`config.mk`:
```
export PLATFORM = sky130hd
export DESIGN_NAME = crossbar_switch_sync
export DESIGN_NICKNAME = d
export VERILOG_FILES = /design/src/rtl/crossbar_switch_sync.sv
export SDC_FILE = /design/constraint.sdc
export NUM_CORES = 1
export LEC_CHECK = 0
export ABC_CLOCK_PERIOD_IN_PS = 1000
export BUFFER_PORTS_ARGS = -buffer_cell sky130_fd_sc_hd__buf_2
export CORE_UTILIZATION = 40
export CTS_BUF_LIST = sky130_fd_sc_hd__clkbuf_8
export DETAILED_ROUTE_END_ITERATION = 7
export SLEW_MARGIN = 30
export SYNTH_ARGS = -nofsm -noshare
export SYNTH_HDL_FRONTEND = slang
export SYNTH_SLANG_ARGS = --single-unit
```
`constraint.sdc`:
```
create_clock -name clk_in -period 1 [get_ports clk_in]
set_input_delay 0.1 -clock clk_in [delete_from_list [all_inputs] [get_ports clk_in]]
set_output_delay 0.1 -clock clk_in [all_outputs]
set_load 0.05 [all_outputs]
```
`src/rtl/crossbar_switch_sync.sv`:
```
// NUM_CH x NUM_CH channel crossbar with a double-buffered selector map.
// Software edits the shadow map; the active map swaps atomically on a frame strobe.

module crossbar_switch_sync_omux #(
  parameter int                  NUM_CH     = 4,
  parameter int                  SEL_WIDTH  = 2,
  parameter int                  IO_WIDTH   = 1,
  parameter int                  OUT_IDX    = 0,
  parameter logic [IO_WIDTH-1:0] IDLE_VALUE = '0
) (
  input  logic [NUM_CH-1:0][SEL_WIDTH-1:0] i_active,
  input  logic [NUM_CH-1:0][IO_WIDTH-1:0]  i_data,
  output logic [IO_WIDTH-1:0]              o_data
);
  // Scan from the top so the lowest-index matching input wins.
  always_comb begin
    o_data = IDLE_VALUE;
    for (int i = NUM_CH - 1; i >= 0; i--) begin
      if (i_active[i] == SEL_WIDTH'(OUT_IDX)) o_data = i_data[i];
    end
  end
endmodule

module crossbar_switch_sync #(
  parameter int                  NUM_CH     = 4,
  parameter int                  SEL_WIDTH  = 2,
  parameter int                  IO_WIDTH   = 1,
  parameter logic [IO_WIDTH-1:0] IDLE_VALUE = '0
) (
  input  logic                          clk_in,
  input  logic                          rst_n_in,
  input  logic                          cfg_wr_en,
  input  logic [SEL_WIDTH-1:0]          cfg_wr_input,
  input  logic [SEL_WIDTH-1:0]          cfg_wr_sel,
  input  logic                          cfg_commit,
  input  logic                          frame_sync_in,
  input  logic [NUM_CH*IO_WIDTH-1:0]    inputs_flat,
  output logic [NUM_CH*IO_WIDTH-1:0]    outputs_flat,
  output logic [NUM_CH*SEL_WIDTH-1:0]   active_map,
  output logic                          cfg_pending,
  output logic                          cfg_conflict
);
  typedef enum logic {S_IDLE, S_PENDING} state_t;

  state_t                            r_state;
  logic                              r_pending;
  logic                              r_conflict;
  logic [NUM_CH-1:0][SEL_WIDTH-1:0]  r_shadow;
  logic [NUM_CH-1:0][SEL_WIDTH-1:0]  r_active;
  logic [NUM_CH-1:0][IO_WIDTH-1:0]   r_out;

  logic [NUM_CH-1:0][SEL_WIDTH-1:0]  w_ident;
  logic [NUM_CH-1:0][IO_WIDTH-1:0]   w_in;
  logic [NUM_CH-1:0][IO_WIDTH-1:0]   w_nxt;
  logic                              w_conflict;
  logic                              w_wr_ok;

  assign w_in    = inputs_flat;
  assign w_wr_ok = cfg_wr_en && (int'(cfg_wr_input) < NUM_CH);

  for (genvar i = 0; i < NUM_CH; i++) begin : g_ident
    assign w_ident[i] = SEL_WIDTH'(i);
  end

  for (genvar j = 0; j < NUM_CH; j++) begin : g_out
    crossbar_switch_sync_omux #(
      .NUM_CH(NUM_CH), .SEL_WIDTH(SEL_WIDTH), .IO_WIDTH(IO_WIDTH),
      .OUT_IDX(j), .IDLE_VALUE(IDLE_VALUE)
    ) u_mux (
      .i_active (r_active),
      .i_data   (w_in),
      .o_data   (w_nxt[j])
    );
  end

  // Out-of-range entries route nowhere, so they cannot collide.
  always_comb begin
    w_conflict = 1'b0;
    for (int i = 0; i < NUM_CH; i++) begin
      for (int l = i + 1; l < NUM_CH; l++) begin
        if ((int'(r_shadow[i]) < NUM_CH) && (r_shadow[i] == r_shadow[l]))
          w_conflict = 1'b1;
      end
    end
  end

  always_ff @(posedge clk_in) begin
    if (!rst_n_in) begin
      r_state   <= S_IDLE;
      r_pending <= 1'b0;
      r_shadow  <= w_ident;
      r_active  <= w_ident;
    end else begin
      if (w_wr_ok) r_shadow[cfg_wr_input] <= cfg_wr_sel;
      case (r_state)
        S_IDLE: begin
          if (cfg_commit) begin
            if (frame_sync_in) begin
              r_active <= r_shadow;
            end else begin
              r_state   <= S_PENDING;
              r_pending <= 1'b1;
            end
          end
        end
        S_PENDING: begin
          if (frame_sync_in) begin
            r_active  <= r_shadow;
            r_state   <= S_IDLE;
            r_pending <= 1'b0;
          end
        end
        default: begin
          r_state   <= S_IDLE;
          r_pending <= 1'b0;
        end
      endcase
    end
  end

  always_ff @(posedge clk_in) begin
    if (!rst_n_in) begin
      r_out      <= {NUM_CH{IDLE_VALUE}};
      r_conflict <= 1'b0;
    end else begin
      r_out      <= w_nxt;
      r_conflict <= w_conflict;
    end
  end

  assign outputs_flat = r_out;
  assign active_map   = r_active;
  assign cfg_pending  = r_pending;
  assign cfg_conflict = r_conflict;
endmodule

```
==> metrics.md <==
| Metric | Value |
|---|---|
| Status | `complete, but fails checks` |
| Violated checks | `setup timing` |
| WL/cell | `12.82 um` |
| CTS Buf Count | `3` |
| Placement Setup Slack | `-0.06815 ns` |
| Fillers | `252` |
| Worst-margin pin slew | `0.2559 ns` |
| 1st-pass router iterations | `4` |
| Hold_buf cts | `0` |
| Cells after synthesis | `130` |
| Routed WL | `2539 um` |
| Psw | `0.0005881 W` |
| Worst clock skew | `0.001060 ns` |
| Max_cap viols | `0` |
| Post-synth top area cell | `dfxtp_1` |
| Synthesis-to-layout area growth | `39.07%` |
| Global-route wire length before repair | `4140 um` |
| Hold depth | `2` |
| Synthesized area per cell | `8.893 um2` |
| Area of the mapped netlist | `1156 um2` |
| Fin Setup TNS | `-0.2135 ns` |
| Number of buffers inserted by port buffering | `26` |
| Seq/Total Area, Yosys | `0.3983` |
| Ant. Diodes | `0` |
| Nets@finish | `181` |
| Syn_nets | `143` |
| Sw frac | `0.2938` |
| Setup crit end kind | `flop` |
| Initial antenna violation count | `0` |
| Total gr overflow | `0` |
| Final ANT Viol Nets | `0` |
| Pleak | `0.6843 nW` |
| Commonest cells in the netlist | `dfxtp_1, nand2_1, xor2_1, mux2i_1, nor2b_1` |
| Top cells by area, synth | `dfxtp_1, xor2_1, mux2i_1, nand2_1, nor2b_1` |
| Clk slew on worst S/H paths | `0.08 ns` |
| Final period util | `1.058` |
| Final Slew Violations | `0` |
| Setup ws final | `-0.05846 ns` |
| CTS H-Tree Depth | `1` |
| Relative slew margins | `0.8294` |
| Synthesized flop and latch total | `23` |
| Async SR Flop Fraction | `0` |
| Fmax | `944.8 MHz` |
| Final setup viols | `6` |
| Num Clock Sinks | `23` |
| Logic pwr share | `0.226` |
| FF-to-FF path depth | `3` |
| WHS Endpoint | `r_state$_SDFF_PN0_` |
| Flop pwr share | `0.497` |
| Dpl cell area | `1421 um2` |
| Placer's final routability congestion estimate | `0.7508` |
| Number of global-route vias before repair | `979` |
| Die H | `55.76 um` |
| Initial Utilization | `0.4192` |
| Critical Path Fanout Max | `5` |
| Worst hold start | `frame_sync_in` |
| Fin crit period | `1.058 ns` |
| Power share of the clock group | `0.277` |
| Final HPWL DP | `1792 um` |
| Area share of the largest cell type after synthesis | `0.3983` |
| Die width | `55.76 um` |
| Largest net degree at the start of global routing | `23` |
| Number of synthesized flops with an enable pin | `0` |
| CP Launch Type | `flop` |
| Unique masters post-synth | `37` |
| Hold Path Class | `input pin to flop` |
| Worst R2R End | `cfg_conflict$_SDFF_PN0_` |
| Power per Cell Area | `1245 nW/um2` |
| Clock tree buffer depth | `2` |
| Gr usage total | `0.1711` |
| Worst skew pair latency | `0.26 ns` |
| Drt drc | `0` |
| Final instance area | `1608 um2` |
| Arrival time worst endpoint | `1.22 ns` |
| Final Hold Viols | `0` |
| Power Internal | `0.001414 W` |
| Max incr delay on CP | `0.39 ns` |
| RSZ-0062 raised after global routing | `true` |
| Worst path required time | `1.16 ns` |
| CTS tree | `yes` |
| Initial DRC Count | `41` |
| Ys flop type | `dfxtp_1` |
| Max stage delay cell, worst path | `dfxtp_4` |
| CP Cell Sequence | `xor2_1 > o22ai_1 > o31a_1` |
| Via density | `5.187` |
| # rows | `19` |
| Root Buffer | `clkbuf_8` |
| FF-to-FF setup slack | `-0.06 ns` |
| Vias | `1027` |
| YS warnings | `0` |
| Layout cells sized above 1 | `0.4251` |
| Die footprint | `3109 um2` |
| # IOs | `27` |
| Area of the core | `2758 um2` |
| R2R Path Start | `r_shadow[6]$_SDFFE_PN1P_` |
| Critical path class | `flop to flop` |
| Max VDD drop | `1.041 mV` |
-- cell families after synthesis --
logic type | share of synthesized area
AOI/OAI and AO/OA | 0.1450
xor gates and xnor gates | 0.09091
buffers and inverters | 0.04112
DFF | 0.3983
muxes | 0.07793
and+or+nand+nor | 0.2468
-- layout by cell type, fill, tap and decap left out, drive strengths merged, types with 2 or more instances in the layout --
| master | count |
|---|---|
| buf | 39 |
| nand2 | 23 |
| dfxtp | 23 |
| xor2 | 12 |
| mux2i | 9 |
| nor2b | 8 |
| nand3 | 6 |
| a21boi | 5 |
| inv | 4 |
| nor2 | 4 |
| o21ai | 4 |
| o22ai | 3 |
| clkbuf | 3 |
| nor3b | 3 |
| nand3b | 2 |
| nor3 | 2 |
| nand2b | 2 |
-- through the flow --
stage | hold WS, ns | total power, W | std cells | util
after detailed placement | 0.3293 | 0.001429 | 192 | 0.5154
after global routing | 0.05598 | 0.002115 | 198 | 0.5830
after global placement | 0.3193 | 0.001423 | 192 | 0.5154
after CTS | 0.04526 | 0.002002 | 196 | 0.5599
after floorplan | 0.1761 | 0.001295 | 130 | -
final | 0.05358 | 0.002002 | 198 | 0.5830
-- flip-flops by register name, summed over array words and instances, names as in the netlist --
name and count:
cfg_conflict 1, r_state 1, cfg_pending 1, outputs_flat 4
r_shadow 8, active_map 8
-- power by group through the flow --
stage          Combinational [W]  Clock [W]  Sequential, W
2_1_floorplan           0.000163          0        0.00113
3_3_place_gp            0.000401          0        0.00102
3_5_place_dp            0.000405          0        0.00102
4_1_cts                 0.000435   0.000573       0.000994
5_1_grt                 0.000485   0.000626        0.00100
6_report                0.000452   0.000555       0.000995
-- area by class of cell --
class | instances | area (um2) | area share
multi-input cells | 98 | 693.2 | 0.4311
flip-flops and latches | 23 | 516.7 | 0.3214
repair buffers | 39 | 302.8 | 0.1883
clock buffers | 3 | 41.29 | 0.02568
well taps | 31 | 38.79 | 0.02412
inverters | 3 | 11.26 | 0.007004
clock inverters | 1 | 3.754 | 0.002335
-- worst max path at each step --
stage / depth (start not counted) / startpoint / to / slack (ns)
3_5_place_dp: 4 / active_map[4]$_SDFFE_PN0P_ / outputs_flat[0]$_SDFF_PN0_ / -0.07
2_1_floorplan: 4 / active_map[3]$_SDFFE_PN0P_ / outputs_flat[3]$_SDFF_PN0_ / -0.12
4_1_cts: 4 / active_map[5]$_SDFFE_PN1P_ / outputs_flat[0]$_SDFF_PN0_ / -0.04
6_report: 3 / r_shadow[6]$_SDFFE_PN1P_ / cfg_conflict$_SDFF_PN0_ / -0.06
5_1_grt: 4 / active_map[4]$_SDFFE_PN0P_ / outputs_flat[1]$_SDFF_PN0_ / -0.12
3_3_place_gp: 4 / active_map[4]$_SDFFE_PN0P_ / outputs_flat[2]$_SDFF_PN0_ / -0.06
-- what timing repair did --
item                                    CTS  global route
endpoints found under the hold margin     0             0
setup buffers                             0             1
cloned                                    0             1
pin swaps                                10             8
resized for setup                        25            17
endpoints found under the setup margin   13            19
-- metal layers --
metal,track usage,share of wire,vias up
met2,0.2978,0.51,24
met1,0.1994,0.43,468
met5,0,0,-
li1,-,-,528
met4,0.08571,0.028,0
met3,0.03256,0.032,7
-- worst max-delay path: cells and delay by family (launching register included) --
family	cells	cell delay, ns
flip-flops	1	0.39
XOR/XNOR	1	0.17
AO/OA/AOI/OAI	2	0.40
Note: power is estimated with default switching activity, not from simulation.
